==> src/rtl/arb_req_ctrl.sv <==
// arb_req_ctrl: upstream requester for the 3-device priority grant arbiter.
// Each device owns an independent FSM (IDLE -> REQ -> XFER -> REL -> IDLE) that accepts one
// transfer job, raises its request, streams len+1 beats on the shared beat bus while granted,
// then drops its request and waits for the grant to clear.
//
// Ports:
//   clk, resetn      clock (posedge) and synchronous active-low reset
//   cmd_valid/ready  per-device job handshake (ready = device FSM idle)
//   cmd_len          per-device job length, device i at [i*LEN_W-1 -: LEN_W], N -> N+1 beats
//   r / g            registered request to / grant from the arbiter, bit i-1 = device i
//   beat_*           shared beat bus (combinational from state and g)
//   done, timeout    1-cycle per-device completion / no-grant abort pulses
//   grant_err        sticky grant protocol error flag
module arb_req_ctrl #(
  parameter int unsigned LEN_W   = 4,
  parameter int unsigned TIMEOUT = 16
) (
  input  logic               clk,
  input  logic               resetn,
  input  logic [2:0]         cmd_valid,
  output logic [2:0]         cmd_ready,
  input  logic [3*LEN_W-1:0] cmd_len,
  output logic [2:0]         r,
  input  logic [2:0]         g,
  output logic               beat_valid,
  output logic [1:0]         beat_dev,
  output logic [LEN_W-1:0]   beat_idx,
  output logic               beat_last,
  output logic [2:0]         done,
  output logic [2:0]         timeout,
  output logic               grant_err
);

  // Wait counter only has to reach TIMEOUT-1.
  localparam int unsigned CW = (TIMEOUT > 1) ? $clog2(TIMEOUT) : 1;
  localparam logic [CW-1:0] ToLast = CW'(TIMEOUT - 1);

  typedef enum logic [1:0] {StIdle, StReq, StXfer, StRel} state_t;

  state_t           state_q [3];
  logic [LEN_W-1:0] len_q   [3];
  logic [LEN_W-1:0] idx_q   [3];
  logic [CW-1:0]    wait_q  [3];

  logic g_onehot;
  logic g_multi;
  logic err_now;

  assign g_multi  = (g & (g - 3'd1)) != 3'd0;
  assign g_onehot = (g != 3'd0) && !g_multi;

  // A grant is only legal for a device that is requesting or still releasing.
  always_comb begin
    err_now = g_multi;
    for (int i = 0; i < 3; i++) begin
      if (g[i] && (state_q[i] == StIdle)) err_now = 1'b1;
    end
  end

  always_comb begin
    cmd_ready  = '0;
    beat_valid = 1'b0;
    beat_dev   = '0;
    beat_idx   = '0;
    beat_last  = 1'b0;
    for (int i = 0; i < 3; i++) begin
      cmd_ready[i] = (state_q[i] == StIdle);
      // g one-hot guarantees at most one device matches.
      if ((state_q[i] == StXfer) && g_onehot && g[i]) begin
        beat_valid = 1'b1;
        beat_dev   = 2'(i + 1);
        beat_idx   = idx_q[i];
        beat_last  = (idx_q[i] == len_q[i]);
      end
    end
  end

  always_ff @(posedge clk) begin
    if (!resetn) begin
      r         <= '0;
      done      <= '0;
      timeout   <= '0;
      grant_err <= 1'b0;
      for (int i = 0; i < 3; i++) begin
        state_q[i] <= StIdle;
        len_q[i]   <= '0;
        idx_q[i]   <= '0;
        wait_q[i]  <= '0;
      end
    end else begin
      done    <= '0;
      timeout <= '0;
      if (err_now) grant_err <= 1'b1;
      for (int i = 0; i < 3; i++) begin
        unique case (state_q[i])
          StIdle: begin
            if (cmd_valid[i]) begin
              len_q[i]   <= cmd_len[i*LEN_W +: LEN_W];
              idx_q[i]   <= '0;
              wait_q[i]  <= '0;
              r[i]       <= 1'b1;
              state_q[i] <= StReq;
            end
          end
          StReq: begin
            // Grant wins over a timeout landing in the same cycle.
            if (g_onehot && g[i]) begin
              idx_q[i]   <= '0;
              state_q[i] <= StXfer;
            end else if ((TIMEOUT != 0) && (wait_q[i] == ToLast)) begin
              timeout[i] <= 1'b1;
              r[i]       <= 1'b0;
              state_q[i] <= StIdle;
            end else begin
              wait_q[i] <= wait_q[i] + 1'b1;
            end
          end
          StXfer: begin
            // Without a clean grant the job stalls with r held and idx kept.
            if (g_onehot && g[i]) begin
              if (idx_q[i] == len_q[i]) begin
                done[i]    <= 1'b1;
                r[i]       <= 1'b0;
                state_q[i] <= StRel;
              end else begin
                idx_q[i] <= idx_q[i] + 1'b1;
              end
            end
          end
          StRel: begin
            // Arbiter drops the grant a cycle or more after r falls.
            if (!g[i]) state_q[i] <= StIdle;
          end
          default: state_q[i] <= StIdle;
        endcase
      end
    end
  end

endmodule

==> config.mk <==
export PLATFORM = sky130hd
export DESIGN_NAME = arb_req_ctrl
export DESIGN_NICKNAME = d
export VERILOG_FILES = /design/src/rtl/arb_req_ctrl.sv
export SDC_FILE = /design/constraint.sdc
export NUM_CORES = 1
export LEC_CHECK = 0
export CORE_AREA = 2 2 61 86
export DETAILED_ROUTE_END_ITERATION = 8
export DIE_AREA = 0 0 63 88
export DONT_BUFFER_PORTS = 1
export GPL_ROUTABILITY_DRIVEN = 1
export PLACE_DENSITY_LB_ADDON = 0.3
export SYNTH_ARGS = -nofsm -noshare
export SYNTH_HDL_FRONTEND = slang
export SYNTH_SLANG_ARGS = --single-unit
==> constraint.sdc <==
create_clock -name clk -period 3.75 [get_ports clk]
set_input_delay 0.375 -clock clk [delete_from_list [all_inputs] [get_ports clk]]
set_output_delay 0.375 -clock clk [all_outputs]
set_load 0.005 [all_outputs]
Yosys cells after proc, flatten, opt, wreduce, memory -nomap -nowiden
Memories as Yosys holds them, arrays and structs flattened.
Index checks and enable logic that the tools add are counted.
{ "totals": {"latchBits": 0, "n_memories": 4, "mem_bits_rw": 42, "inputBits": 20, "mem_bits_ro": 0, "reg_bits": 10, "word_cells": 269, "out_inout_bits": 21} }
{ "classes": {"bitwise_logic": 34, "multipliers": 0, "add_sub_neg": 7, "muxes": 163, "reduce_logical": 25, "eq_ne": 30, "n_lt_le_gt_ge": 0, "shift": 0, "div": 0} }
{ "mem_list": {"columns": ["memory", "words", "word_bits", "rd", "rd_ports_with_merged_regs", "write_ports", "line", "rtl"], "rows": [
  ["idx_q", 3, 4, 3, 0, 3, "42", "logic [LEN_W-1:0] idx_q [3];"],
  ["len_q", 3, 4, 3, 0, 3, "41", "logic [LEN_W-1:0] len_q [3];"],
  ["wait_q", 3, 4, 3, 0, 3, "43", "logic [CW-1:0] wait_q [3];"],
  ["state_q", 3, 2, 3, 0, 3, "40", "state_t state_q [3];"]
]} }
{ "ops": {"columns": ["op", "count"], "rows": [
  ["1-bit 2-to-1 mux", 122],
  ["4-bit 2-to-1 mux", 21],
  ["2-bit 2-to-1 mux", 17],
  ["1-bit bitwise OR", 33],
  ["4-bit by 1-bit adder with 4-bit output (second input constant)", 6],
  ["2-bit inequality test (second input constant)", 9],
  ["6-bit AND reduction", 3],
  ["3-bit nonzero test", 5],
  ["1-bit logical AND", 13],
  ["2-bit == test (second input constant)", 6],
  ["4-bit == test", 3],
  ["4-bit == test (second input constant)", 3],
  ["2-bit by 1-bit inequality test with 1-bit output (second input constant)", 6],
  ["1-bit one-hot mux with 3 select lines", 3],
  ["2-bit by 1-bit == test with 1-bit output (second input constant)", 3],
  ["2-bit logical NOT", 3],
  ["3-bit bitwise AND", 1],
  ["3-bit by 1-bit subtractor with 3-bit output (second input constant)", 1],
  ["1-bit logical NOT", 1]
]} }

Longest topological paths before layout
{ "logic_depth": {"depth_word": 14, "depth_mapped": 6, "ltp_nobuf": 6} }

Least setup slack after synthesis
Ideal clock, no wire load.
{ "synth_path": {"kind": "reg2reg", "start": "mem wait_q[1][0] in the netlist's numbering", "end": "mem state_q[2][0] in the netlist's numbering (data pin)", "n_path_buf": 0, "period_less_slack_ps": 1890, "required_ps": 3477, "stages_incl_launch_ff": 7, "t_arrival_ps": 1618, "setup_slack_ps": 1860, "cell_sequence": "edfxtp_1 > ha_1 > and3_1 > o21ai_1 > a31oi_1 > a2111oi_1 > o21ai_1"} }
{ "synth_lines": {"columns": ["item", "line"], "rows": [
  ["start: declaration", "43"],
  ["end: declaration", "40"]
]} }

==> metrics.md <==
| Metric | Value |
|---|---|
| Run status | `complete, no violations` |
| Setup tns final | `0 ns` |
| Number of flip-flops and latches in the synthesized netlist | `between 50 and 60` |
| Number of antenna diodes | `0` |
| Count of antenna-violating nets left after detailed routing | `0` |
| Placement-stage worst setup slack | `1.73 ns` |
| Vertical die dimension | `88 microns` |
| Maximum number of pins on one net before global-route repair | `24` |
| Worst min path class | `input pin to flip-flop` |
| Data required time of the worst path | `3.38 ns` |
| Crit path setup slack, layout | `1.55 ns` |
| Total leakage power | `approximately 0.0012 uW` |
| CTS H-tree depth | `2` |
| Pins over their slew limit | `0` |
| Max-cap violations | `0` |
| Worst-case clock buffer depth | `2` |
| Placed instance count | `between 300 and 400` |
| Most frequent CP cell | `nor2_1` |
| Mean post-synth cell area | `10.4 sq um` |
| Cell types with the largest area share after synthesis | `edfxtp_1 44%, ha_1 9.1%, dfxtp_1 7.0%` |
| Cell count of the worst reg-to-reg path | `6` |
| Register area | `1460 sq um` |
| Core area | `4770 sq um` |
| Pin slew with the least headroom to its limit | `0.742 ns` |
| Crit Path Category | `flip-flop to output pin` |
| Most numerous cell in the Yosys netlist | `edfxtp_1` |
| Vias per cell | `5.73` |
| Net count of the finished layout | `320` |
| Synth-to-Final Area Change | `5.13%` |
| Top fanout value on the critical path | `5` |
| Worst endpoint data arrival time | `1.83 ns` |
| Gr ovfl total | `0` |
| Initial antenna violation count | `0` |
| Post-CTS Repair Setup Buffers | `0` |
| Final clock period utilization by the worst path | `58.7%` |
| Top-area cell type share of the netlist area | `43.8%` |
| Capture point of the worst path | `beat_last` |
| Min Clock Period, post-route | `approximately 2.2 ns` |
| CP max-delay cell | `edfxtp_1` |
| Cell type with the largest total area after synthesis | `edfxtp_1` |
| Total chip power | `1270 uW` |
| Count of flip-flops with a built-in enable after synthesis | `42` |
| Layout Utilization | `between 60% and 70%` |
| Post-synth cell types | `38` |
| Clock input transition at the sequential cells of the worst setup and hold paths | `0.09 ns` |
| Total track usage | `between 20% and 30%` |
| Critical register-to-register path endpoint | `state_q[2][0]` |
| Multi-input combinational cell area | `about 1300 sq um` |
| I/O pin cnt | `41` |
| DRC violation count after routing | `0` |
| Sequential area share after synthesis | `between 50% and 60%` |
| TritonCTS clock tree | `yes` |
| Maximum operating frequency | `approximately 450 MHz` |
| Setup crit start | `idx_q[1][0]` |
| Layout cell share with drive strength beyond 1 | `5.00%` |
| GPL Wtd Cong | `0.849` |
| Number of warning messages in the yosys log | `0` |
| CTS Buf Count | `5` |
| Largest voltage drop on the vdd net | `0.281 mV` |
| Max-Slew Margin vs Limit | `between 50% and 60%` |
| Ratio of total power to cell area | `418 nW/um^2` |
| Final Non-Filler Cells | `between 300 and 400` |
| Count of fill cells added during filler insertion | `416` |
| Gate count of the mapped netlist | `277` |
| Detailed-routing iteration count for the pre-antenna-repair pass | `4` |
| Initial core utilization | `60.4%` |
| 1st-iter DRT viols | `134` |
| Hold-fix buffer count after cts | `0` |
| Fin. Hold Viols | `0` |
| DPL Wire Length | `roughly 4.3 mm` |
| PortBufs | `0` |
| Skew-Pair Late Insertion Delay | `0.30 ns` |
| Horiz. Die Dim | `about 63 microns` |
| Setup repair after global routing missed its margin | `no` |
| Ys async rst share | `0%` |
| Delay of the slowest critical-path stage | `0.48 ns` |
| Final routed wire length divided by cell count | `15.9 microns` |
| Final setup viols | `0` |
| Crit. End Element | `output pin` |
| Commonest cells in the netlist | `42 x edfxtp_1, 32 x nor2_1, 24 x nand2_1` |
| Routed via count | `1971` |
| Number of global-route vias before repair | `1994` |
| Worst clock skew | `0.00645 ns` |
| Cell at the root of the clock tree | `clkbuf_8` |
| CP cell instances | `xnor2_1 -> nand4_1 -> nor2_1 -> nor2_1 -> o21ai_1` |
| Syn Nets | `318` |
| Num rows | `30` |
| PostCTS Resize Cnt | `0` |
| Commonest register cell after synthesis | `edfxtp_1` |
| Clk sinks | `52` |
| Worst r2r src | `state_q[2][0]` |
| Startpoint Class | `flip-flop` |
| DIE AREA | `5540 sq um` |
| First-pass GRT wire length | `a little over 9 mm` |
| Cell area after synthesis | `2880 sq um` |
| Wire length after detailed routing | `about 5.5 mm` |
| Minimum setup slack among reg-to-reg paths | `around 1.7 ns` |
[state kept, by name (all words and copies together) (netlist names)]
register   cells
r              3
timeout        3
done           3
wait_q        12
grant_err      1
len_q         12
state_q        6
idx_q         12
[per-layer routing]
metal	part of all wire [%]	GRT usage, %
met1	38	24.1
met2	54	38.7
met3	5.8	4.63
met4	2.1	10.1
met5	0	0
[power breakdown]
part           internal, uW  switching (uW)
Combinational          89.9             123
Sequential              694            50.6
Clock                   129             180
[worst min-delay path by stage]
stage            from    endpoint  slack [ns]  depth (start not counted)
2_1_floorplan    r[0]        r[0]        0.47                          2
3_3_place_gp     r[0]        r[0]        0.49                          2
3_5_place_dp     r[0]        r[0]        0.50                          2
4_1_cts        resetn  timeout[0]        0.22                          2
5_1_grt        resetn  timeout[0]        0.24                          2
6_report       resetn  timeout[0]        0.22                          2
[kinds of logic (layout without fill, tap and decap cells)]
| family | Yosys count | in the layout | synth area share (%) |
|---|---|---|---|
| compound gates | 40 | 40 | 9.17 |
| xor+xnor | 24 | 24 | 7.30 |
| fa+ha+maj | 21 | 21 | 9.12 |
| buf+inv | 22 | 25 | 2.91 |
| flops | 52 | 52 | 50.7 |
| simple gates | 118 | 118 | 20.8 |
[through the flow]
step / hold WS, ns / area (sq um)
final: 0.218 / 3030
after global routing: 0.235 / 3030
after CTS: 0.216 / 3030
after detailed placement: 0.500 / 2940
after global placement: 0.489 / 2940
after floorplan: 0.475 / 2880
[worst max-delay path: cells and delay by family (launching register included)]
kind | cells | cell delay, ns
XOR/XNOR | 1 | 0.23
AND/OR/NAND/NOR | 3 | 0.69
flip-flops | 1 | 0.48
AO/OA/AOI/OAI | 1 | 0.13
[layout by cell type, fill, tap and decap left out, drive strengths merged]
cell type	netlist	final
edfxtp	42	42
nor2	32	32
nand2	24	24
ha	21	21
nand3	20	20
xnor2	18	18
inv	17	17
and2	16	16
a21oi	12	12
dfxtp	10	10
nand4	8	8
o21ai	8	8
xor2	6	6
or3	5	5
clkbuf	3	5
a22oi	4	4
nand2b	4	4
nor3b	3	3
a31oi	3	3
o21a	3	3
a311oi	2	2
o32ai	2	2
clkinvlp	0	2
nor3	2	2
and3	1	1
nor2b	1	1
or3b	1	1
a21bo	1	1
a2111oi	1	1
nand3b	1	1
a31o	1	1
a221oi	1	1
o22ai	1	1
o21bai	1	1
clkinv	0	1
[final cells by class]
type | instances | area share (%)
inverters | 17 | 2.11
multi-input cells | 203 | 44.1
flip-flops and latches | 52 | 48.3
clock buffers | 5 | 2.27
well taps | 64 | 2.64
clock inverters | 3 | 0.620
No activity file was read; power rests on OpenSTA's default activity.
